File: src/rtl/seg_scan_driver.sv
// Time-multiplexed scan driver for an N-digit common-anode 7-seg display.
// Frames load through valid/ready and commit only at a frame boundary, so the display never tears.
module seg_scan_driver #(
    parameter int unsigned NDIGITS     = 8,
    parameter int unsigned REFRESH_DIV = 100000
) (
    input  logic                   clk,
    input  logic                   reset_n,
    input  logic                   in_valid,
    output logic                   in_ready,
    input  logic [6*NDIGITS-1:0]   in_codes,
    input  logic                   blank_lz,
    input  logic                   en,
    output logic [NDIGITS-1:0]     an,
    output logic [5:0]             code,
    output logic                   frame_start
);

    localparam int unsigned CODE_W = 6;
    localparam int unsigned IDX_W  = (NDIGITS > 1) ? $clog2(NDIGITS) : 1;
    localparam int unsigned DIV_W  = $clog2(REFRESH_DIV);
    localparam logic [CODE_W-1:0] BLANK = 6'h3F;

    logic [DIV_W-1:0]                div;
    logic [IDX_W-1:0]                idx;
    logic [NDIGITS-1:0][CODE_W-1:0]  disp;
    logic [NDIGITS-1:0][CODE_W-1:0]  pend;
    logic                            pend_full;
    logic                            en_r;
    logic                            blank_r;

    logic                            tick;
    logic                            last;
    logic                            commit;
    logic                            xfer;
    logic [NDIGITS-1:0]              zero_tail;
    logic                            lit;

    assign tick     = (div == DIV_W'(REFRESH_DIV - 1));
    assign last     = (idx == IDX_W'(NDIGITS - 1));
    assign commit   = tick & last & pend_full;
    assign xfer     = in_valid & ~pend_full;
    assign in_ready = ~pend_full;

    // Refresh divider, digit index and frame-boundary pulse
    always_ff @(posedge clk or negedge reset_n) begin
        if (!reset_n) begin
            div         <= '0;
            idx         <= '0;
            frame_start <= 1'b0;
        end else begin
            div         <= tick ? '0 : div + DIV_W'(1);
            frame_start <= tick & last;
            if (tick) begin
                idx <= last ? '0 : idx + IDX_W'(1);
            end
        end
    end

    // Pending/display frame buffers; commit and transfer are mutually exclusive on pend_full
    always_ff @(posedge clk or negedge reset_n) begin
        if (!reset_n) begin
            disp      <= {NDIGITS{BLANK}};
            pend      <= '0;
            pend_full <= 1'b0;
        end else if (commit) begin
            disp      <= pend;
            pend_full <= 1'b0;
        end else if (xfer) begin
            pend      <= in_codes;
            pend_full <= 1'b1;
        end
    end

    always_ff @(posedge clk or negedge reset_n) begin
        if (!reset_n) begin
            en_r    <= 1'b0;
            blank_r <= 1'b0;
        end else begin
            en_r    <= en;
            blank_r <= blank_lz;
        end
    end

    // zero_tail[i] = every digit from i up to the leftmost holds code 00
    always_comb begin
        logic all_zero;
        all_zero  = 1'b1;
        zero_tail = '0;
        for (int i = int'(NDIGITS) - 1; i >= 0; i--) begin
            all_zero     = all_zero & (disp[i] == '0);
            zero_tail[i] = all_zero;
        end
    end

    always_comb begin
        lit  = en_r & ~(blank_r & (idx != '0) & zero_tail[idx]);
        an   = '1;
        code = BLANK;
        if (lit) begin
            an   = ~(NDIGITS'(1) << idx);
            code = disp[idx];
        end
    end

endmodule

File: config.mk
export PLATFORM = sky130hd
export DESIGN_NAME = seg_scan_driver
export DESIGN_NICKNAME = d
export VERILOG_FILES = /design/src/rtl/seg_scan_driver.sv
export SDC_FILE = /design/constraint.sdc
export NUM_CORES = 1
export LEC_CHECK = 0
export ABC_CLOCK_PERIOD_IN_PS = 2800
export BUFFER_PORTS_ARGS = -buffer_cell sky130_fd_sc_hd__buf_2
export CAP_MARGIN = 30
export CORE_ASPECT_RATIO = 1.75
export CORE_MARGIN = 2
export CORE_UTILIZATION = 29
export CTS_BUF_LIST = sky130_fd_sc_hd__clkbuf_4
export DETAILED_ROUTE_END_ITERATION = 8
export GPL_TIMING_DRIVEN = 0
export MAX_ROUTING_LAYER = met4
export PLACE_DENSITY = 0.44
export REMOVE_ABC_BUFFERS = 1
export SYNTH_ARGS = -nofsm -noshare
export SYNTH_HDL_FRONTEND = slang
export SYNTH_SLANG_ARGS = --single-unit
export TNS_END_PERCENT = 50
File: constraint.sdc
create_clock -name clk -period 2.8 [get_ports clk]
set_input_delay 0.14 -clock clk [delete_from_list [all_inputs] [get_ports clk]]
set_output_delay 0.14 -clock clk [all_outputs]
set_load 0.05 [all_outputs]
==> impl_metrics.toml, run 1 <==
[timing]
hold_violations = 0
max_freq_mhz = 371
timing.setup.tns_ps = 0
slew_headroom_pct = 50.7
setup_violations = 0
min_period_ps = 2700
period_share_pct = 96.3
grt_setup_unrepaired = "true"
report.final.slew_viol_count = 0
worst_slew_pin_slew_ps = 738
clock_skew_ps = 16.8
fin_hold_ws_ps = 130

[detailed_routing]
drc = 0
ant_nets = 0
drt-wirelength-per-cell_um = 16.3
drt_first_pass_iters = 4
drtIter0Drc = 123
via_count = 3695
wl_um = 12700
route.detailed.vias_per_inst = 4.73

[global_routing]
grt_pass1_vias = 3881
grt_pass1_wl_um = 20700
overflow = 0
grt_use_total_pct = 13.9
antenna_found_initial = 1
grt_max_degree = 77

[clock_network]
clock_latency_ps = 490
cts_root_buf = "clkbuf_4"
clock-sinks = 120
clock_path_buffers = 2
numCtsBuffers = 17
h-tree-depth = 4
clkTransAtPathRegs_ps = 110
cts_tree = "yes"

[die]
io_pins = 69
start_util_pct = 29.5
coreArea_sq_mm = 0.0185
die_h_um = 185
die_x_um = 108
row_count = 66
dieArea_sq_mm = 0.0200

[logic_synthesis]
yosys.cell_types.count = 40
synth_top_cell_area_share_pct = 33.0
synth.avg_cell_area_sq_um = 13.9
yosys.area.top_type = "dfrtp_1"
syn_area_sq_mm = 0.00546
syn_inst = 394
synth.area.top_cells = "dfrtp_1 33%, dfstp_2 23%, mux2_2 18%"
ys_ff_latch = 120
yosysSeqAreaShare_pct = 56.1
synth_warnings = 0

[power_and_ir_drop]
vdd_drop_max_mv = 0.302
power_uw = 3460
leakagePower_uw = 0.00310
powerDensity_mw_per_mm2 = 486

[run_status]
status = "finished, final reports clean"

[placement]
gp_congestion = 0.758
numPortBuffers = 68
dp_hpwl_um = 8540
placedCellCount = 685

[finish]
mostFrequentLayoutCells = "87 x mux2_2, 70 x dfrtp_1, 62 x buf_2, 52 x dlygate4sd3_1, 48 x dfstp_2"
final_common_cell = "mux2_2"
area_delta_synth_final_pct = 30.4
final_cells = 782
drive_gt1_share_pct = 53.0
nNetsFinal = 590

[critical_path]
crit_slowest_cell = "or4b_1"
endpoint_kind = "register"
cp_max_fo = 10
crit_arrival_ps = 3120
cp_data_required_time_ps = 3220
max_stage_delay_ps = 550
path_class = "register to register"
crit_chain = "or4b_1, or3_1, nor4_4, nand3_4, buf_4, mux2_4"
reg2reg_depth = 6
worst_setup_path_start_kind = "register"

[worst_hold_path]
holdCritPathClass = "input port to asynchronous set/reset pin"

[flow_run]
drv_cap = 0
repair_timing:
item | 4_1_cts | 5_1_grt
setup endpoints to repair | 62 | 21
pin swaps | 2 | 2
hold buffers | 52 | 0
buffers inserted | 5 | 5
resized for setup | 11 | 17
gates cloned | 1 | 1
hold endpoints to repair | 143 | 0
per-stage QoR:
stage                     util, %  setup WS [ps]  instance area, sq um
final                        38.5            104                  7120
after global routing         38.5          -32.2                  7120
after CTS                    37.9           1.61                  7010
after detailed placement     32.9           -812                  6090
after global placement       32.5          -1680                  6010
after floorplan                 -           -469                  5380
power by group:
part	internal [uW]	switching (uW)
clock network	662	655
logic	152	102
registers	1830	57.3
registers in the layout, summed over array words and instances, names as in the netlist:
| register | flops |
|---|---|
| pend | 48 |
| idx | 3 |
| pend_full | 1 |
| div | 17 |
| frame_start | 1 |
| disp | 48 |
| en_r | 1 |
| blank_r | 1 |
area by class of cell:
class / count / area (sq um)
flip-flops and latches: 120 / 3070
fillers: 1850 / 11400
inverters: 5 / 18.8
clock buffers: 21 / 158
repair buffers: 133 / 1020
multi-input cells: 253 / 2400
diodes: 1 / 2.50
clock inverters: 11 / 148
well taps: 238 / 298
critical path: cells and delay by family, from the launching register on:
family                 cells  cell delay [ps]
muxes                      1              310
buffers and inverters      1              240
and+or+nand+nor            4             1620
DFF                        1              450
layer usage:
metal  share of wire, %  track usage (%)
met1                 42             16.8
met2                 52             23.1
met3                4.6             2.98
met4                1.3             4.82
met5                  0                -
cells by family (layout without fill, tap and decap cells):
| kind of cell | after synthesis | after routing | synth area share (%) |
|---|---|---|---|
| adder cells (fa/ha/maj) | 7 | 7 | 1.60 |
| AO/OA/AOI/OAI | 28 | 28 | 3.14 |
| other | 0 | 1 | 0 |
| flip-flops | 120 | 120 | 56.1 |
| XOR/XNOR | 14 | 14 | 2.25 |
| multiplexers | 116 | 116 | 26.8 |
| AND/OR/NAND/NOR | 86 | 88 | 8.18 |
| buffers and inverters | 23 | 170 | 1.86 |
cell usage after synthesis, drive strengths merged:
cell     n
nor4     9
nand2   23
dfrtp   72
or4b     1
a41oi    3
nand2b   1
or2      2
xnor2    6
o21ai    3
and4     1
and3     2
mux4    12
nand3    7
xor2     8
dfstp   48
nor2b    3
nand3b   1
nor3     4
mux2    96
a21oi   10
or3      1
a31oi    8
mux2i    8
ha       7
buf     11
or4      2
o211ai   2
nor4b    1
nor2    21
o21a     2
nand4    7
clkbuf   7
inv      5
path summary, 6_finish.rpt:
path | startpoint | endpoint | slack, ps
worst max-delay path | div[12] | disp[43] | 100
worst min-delay path | reset_n | pend[25] | 130
worst max register to register | div[12] | disp[43] | 100
worst min register to register | div[16] | div[16] | 490
max in group asynchronous | reset_n | disp[8] | 1860
min in group clk | blank_lz | blank_r | 290
(Power assumes the default switching activity.)
==> inputs of run 2 (changes only) <==
--- a/config.mk
+++ b/config.mk
@@ -5,6 +5,7 @@
 export SDC_FILE = /design/constraint.sdc
 export NUM_CORES = 1
 export LEC_CHECK = 0
+export ABC_AREA = 1
 export ABC_CLOCK_PERIOD_IN_PS = 2800
 export BUFFER_PORTS_ARGS = -buffer_cell sky130_fd_sc_hd__buf_2
 export CAP_MARGIN = 30
==> impl_metrics.toml, run 2 <==
[global_routing]
met1_usage_pct = 16.7
grt_pass1_vias = 4550
grtUsageMet3_pct = 3.75
grt_use_total_pct = 14.7
overflow = 0
grt_pass1_wl_um = 22600
antenna_found_initial = 1
busiest_layer = "met2"
grt_max_degree = 62
use_met2_pct = 24.2

[placement]
placedCellCount = 895
numPortBuffers = 68
place_area_sq_mm = 0.00616
dp_hpwl_um = 9480
gp_congestion = 0.808
place_ws_ps = -942

[timing]
worst_slew_pin_slew_ps = 663
grt_setup_unrepaired = "false"
finalWorstSetupSlack_ps = 221
fin_hold_ws_ps = 144
hold_violations = 0
period_share_pct = 92.1
clock_skew_ps = 17.2
report.final.slew_viol_count = 0
slew_headroom_pct = 55.6
setup_violations = 0
min_period_ps = 2580
max_freq_mhz = 388

[clock_network]
h-tree-depth = 4
clock-sinks = 120
clock_latency_ps = 550
clock_path_buffers = 2
cts_tree = "yes"
cts_root_buf = "clkbuf_4"
clkTransAtPathRegs_ps = 110
numCtsBuffers = 17

[worst_hold_path]
holdCritPathClass = "input port to asynchronous set/reset pin"

[finish]
final_common_cell = "nand2_1"
final_cells = 984
area_delta_synth_final_pct = 27.6
drive_gt1_share_pct = 27.4
design_area_sq_mm = 0.00713
top_regs = "disp x48, pend x48, div x17"
nNetsFinal = 789
mostFrequentLayoutCells = "92 x nand2_1, 85 x nor2_1, 73 x inv_1, 70 x dfrtp_1, 53 x buf_2"

[detailed_routing]
drt_first_pass_iters = 4
drtIter0Drc = 290
ant_nets = 0
wl_um = 13400
drc = 0
via_count = 4461
route.detailed.vias_per_inst = 4.53
drt-wirelength-per-cell_um = 13.6

[logic_synthesis]
syn_area_sq_mm = 0.00558
yosys.cell_count.top_type = "nand2_1"
synth_top_cell_area_share_pct = 32.3
yosysSeqAreaShare_pct = 54.9
yosys.area.top_type = "dfrtp_1"
syn_inst = 610
synth.area.top_cells = "dfrtp_1 32%, dfstp_2 23%, mux2_2 6.7%"
ys_ff_latch = 120
synth_edf_count = 0
synth_common_cells = "94 x nand2_1, 85 x nor2_1, 74 x inv_1, 72 x dfrtp_1, 48 x dfstp_2"
synth_warnings = 0
yosys.cell_types.count = 27
synth.avg_cell_area_sq_um = 9.15
postSynth.asyncResetShare_pct = 100
synth_ff_type = "dfrtp_1"

[critical_path]
cp_data_required_time_ps = 2660
endpoint_kind = "primary output"
crit_slowest_cell = "dfrtp_4"
max_stage_delay_ps = 480
crit_chain = "inv_8, ha_1, inv_1, nor2_1, nor3_2, nand2_1, nor2_1, nand2_4, nand3_1, buf_4"
path_buf_inv = 3
cp_common_cell = "nor2_1"
path_class = "register to primary output"
crit_arrival_ps = 2440
cp_max_fo = 29
crit_family = "simple AND/OR/NAND/NOR gates"
worst_setup_path_start_kind = "register"

[power_and_ir_drop]
vdd_drop_max_mv = 0.334
powerDensity_mw_per_mm2 = 507
leakagePower_uw = 0.00329
power_uw = 3610

[die]
io_pins = 69
die_h_um = 188
die_x_um = 109
dieArea_sq_mm = 0.0204
start_util_pct = 29.3
coreArea_sq_mm = 0.0190
row_count = 67

[run_status]
status = "finished, final reports clean"

[flow_run]
drv_cap = 0
==> run 2: cell count changes in the layout (fill, tap and decap cells not counted), moves of 21 or more <==
cell     previous run  this run
nand2_1            23        92
nand3_1             5        26
nor2_1             21        85
o21ai_0             2        40
mux2_2             87        33
inv_1               4        73
o21ai_1             1        39
==> run 2: power by group <==
group          internal [uW]  total (uW)  switching, uW
Sequential              1820        1850           36.6
Combinational            142         269            127
Clock                    814        1490            673
==> run 2: worst paths after layout <==
| kind | startpoint | endpoint | slack (ps) | cells after the start |
|---|---|---|---|---|
| setup / recovery | idx[0] | code[0] | 220 | 10 |
| min in group clk | blank_lz | blank_r | 240 | 2 |
| max in group asynchronous | reset_n | disp[30] | 1910 | 3 |
| hold reg to reg | div[0] | div[0] | 460 | 1 |
| hold / removal | reset_n | pend[20] | 140 | 2 |
| setup reg to reg | div[0] | disp[47] | 360 | 8 |
==> run 2: repair_timing <==
item                                   in CTS  in global routing
setup endpoints to repair                  14                 16
pin swaps                                   1                  1
buffers inserted                            4                  0
endpoints found under the hold margin     110                  0
gates resized for setup                    19                  5
hold buffers                               52                  0
==> run 2: per-stage QoR <==
stage	TNS, ps	util (%)
floorplan	-688	-
global placement	-43750	31.9
detailed placement	-12450	32.4
CTS	0	37.4
global route	0	37.5
finish	0	37.5
==> run 2: layout make-up <==
type / count / area, sq um
inverters: 77 / 300
flip-flops and latches: 120 / 3070
clock inverters: 13 / 204
repair buffers: 127 / 1000
diodes: 1 / 2.50
multi-input cells: 386 / 2110
clock buffers: 19 / 143
fillers: 1963 / 11900
well taps: 241 / 302
==> run 2: per-layer routing <==
metal  share of wire, %  routed length, um  vias up
met5                  0                  0        -
met4                2.6                346        0
met3                4.3                574       23
met2                 52               6940       85
met1                 41               5540     2133
li1                   -                  -     2220
==> run 2: cells by family (layout without fill, tap and decap cells) <==
| group | count (synthesis) | count (layout) | share of synthesized area, % |
|---|---|---|---|
| compound gates | 111 | 111 | 10.8 |
| xor+xnor | 11 | 11 | 1.73 |
| fa+ha+maj | 7 | 7 | 1.57 |
| buf+inv | 104 | 236 | 7.80 |
| flops | 120 | 120 | 54.9 |
| mux | 33 | 33 | 6.65 |
| other cells | 0 | 1 | 0 |
| simple gates | 224 | 224 | 16.6 |
==> inputs of run 3 (changes only) <==
--- a/config.mk
+++ b/config.mk
@@ -14,7 +14,6 @@
 export CORE_UTILIZATION = 29
 export CTS_BUF_LIST = sky130_fd_sc_hd__clkbuf_4
 export DETAILED_ROUTE_END_ITERATION = 8
-export GPL_TIMING_DRIVEN = 0
 export MAX_ROUTING_LAYER = met4
 export PLACE_DENSITY = 0.44
 export REMOVE_ABC_BUFFERS = 1
==> impl_metrics.toml, run 3 (synthesis gave the netlist of run 2 again) <==
[finish]
postLayoutCoreUtil_pct = 36.7
top_regs = "disp x48, pend x48, div x17"
fillCellCount = 1945
nNetsFinal = 792
area_delta_synth_final_pct = 25.1
mostFrequentLayoutCells = "92 x nand2_1, 85 x nor2_1, 74 x inv_1, 72 x dfrtp_1, 56 x buf_2"
final_common_cell = "nand2_1"
drive_gt1_share_pct = 26.8

[power_and_ir_drop]
powerDensity_mw_per_mm2 = 463
vdd_drop_max_mv = 0.302
clkPwrFrac_pct = 34.4
swShare_pct = 26.0
intPower_uw = 2390
p_comb_share_pct = 8.2
power_frac_seq_pct = 57.4
leakagePower_uw = 0.00323
p_sw_uw = 839

[clock_network]
clock_latency_ps = 560
clock_path_buffers = 2
post-cts-setup-buffer-count = 0
cts_root_buf = "clkbuf_4"
h-tree-depth = 4
clkTransAtPathRegs_ps = 110
numCtsBuffers = 17
clock-sinks = 120
cts_tree = "yes"

[global_routing]
antenna_found_initial = 1
grt_pass1_vias = 4556
grt_pass1_wl_um = 22300
grt_max_degree = 65
grt_use_total_pct = 14.6
overflow = 0

[detailed_routing]
ant_nets = 0
via_count = 4460
wl_um = 13400
m1WireLength_um = 5760
drt_first_pass_iters = 4
dr_wl_met2_um = 6940
drtIter0Drc = 286
wl_met3_um = 474
drt-wirelength-per-cell_um = 13.6
maxUsedRoutingLayer = "met4"
route.detailed.vias_per_inst = 4.52
drc = 0

[run_status]
status = "finished, final reports clean"

[worst_hold_path]
holdCritPathClass = "input port to asynchronous set/reset pin"

[placement]
gp_congestion = 0.866
numPortBuffers = 68
dp_hpwl_um = 9690

[critical_path]
worst_setup_path_start_kind = "register"
cp_data_required_time_ps = 2660
cp_max_fo = 16
r2r_slack_ps = 740
path_class = "register to primary output"
crit_arrival_ps = 2450
endpoint_kind = "primary output"

[die]
start_util_pct = 29.3
die_x_um = 109
row_count = 67
die_h_um = 188
coreArea_sq_mm = 0.0190
dieArea_sq_mm = 0.0204
io_pins = 69

[flow_run]
drv_cap = 0

[timing]
slew_headroom_pct = 49.1
hold_violations = 0
period_share_pct = 92.6
report.final.slew_viol_count = 0
grt_setup_unrepaired = "false"
timing.setup.tns_ps = 0
setup_violations = 0
worst_slew_pin_slew_ps = 763
max_freq_mhz = 386
fin_hold_ws_ps = 219
clock_skew_ps = 19.5
min_period_ps = 2590
[run 3: cell count changes in the layout (fill, tap and decap cells not counted), moves of 2 or more]
cell / previous run / this run
bufinv_16: 5 / 1
clkinvlp_4: 4 / 6
buf_4: 15 / 9
clkinv_2: 2 / 4
clkinv_1: 1 / 3
dfrtp_1: 70 / 72
buf_2: 53 / 56
clkbuf_4: 22 / 29
[run 3: worst paths after layout]
check                           depth (start not counted)        to     start
worst max-delay path                                   11     an[0]    idx[1]
worst min-delay path                                    2   pend[4]   reset_n
worst max register to register                         10  disp[11]    div[0]
worst min register to register                          1    div[0]    div[0]
max in group asynchronous                               3  disp[28]   reset_n
min in group clk                                        2   blank_r  blank_lz
[run 3: cell type report]
type                            instances  area [sq um]  area share, %
Multi-Input combinational cell        386          2090           29.9
Clock inverter                         14           111           1.59
Inverter                               77           289           4.14
Tap cell                              241           302           4.32
Timing Repair Buffer                  130           991           14.2
Antenna cell                            1          2.50         0.0358
Clock buffer                           18           135           1.93
Sequential cell                       120          3060           43.9
[run 3: timing repair]
action                                 in CTS  in global routing
hold buffers                               52                  0
gates resized for setup                     1                 11
endpoints found under the hold margin      80                  0
setup endpoints to repair                   4                 11
[run 3: power by group through the flow]
stage | Combinational (uW) | Clock [uW] | Sequential (uW)
after global routing | 301 | 1230 | 1870
after floorplan | 111 | 0 | 1870
after CTS | 272 | 1170 | 1860
after global placement | 209 | 0 | 1880
after detailed placement | 216 | 0 | 1890
final | 266 | 1110 | 1850
[run 3: stage by stage]
step / cells / setup WS [ps] / cell area (sq um) / power [uW]
2_1_floorplan: 583 / -49.2 / 5440 / 1990
3_3_place_gp: 902 / 637 / 6180 / 2090
3_5_place_dp: 902 / 624 / 6180 / 2100
4_1_cts: 986 / 117 / 6950 / 3300
5_1_grt: 987 / 2.95 / 6980 / 3400
6_report: 987 / 206 / 6980 / 3230
[run 3: metal layers]
| layer | vias to the layer above | track usage (%) |
|---|---|---|
| met4 | 0 | 6.11 |
| met2 | 84 | 24.1 |
| met5 | - | - |
| met3 | 15 | 3.06 |
| met1 | 2131 | 17.0 |
| li1 | 2230 | - |
[run 3: worst max-delay path, stage by stage, from the launching register on]
cell and delay (ps):
dfrtp_1 370, inv_1 40, buf_4 180, ha_1 210, inv_1 50, nor2_1 40
nor3_1 210, nand2_1 70, nor2_1 110, nand2_2 210, nand3_1 160, clkbuf_4 250
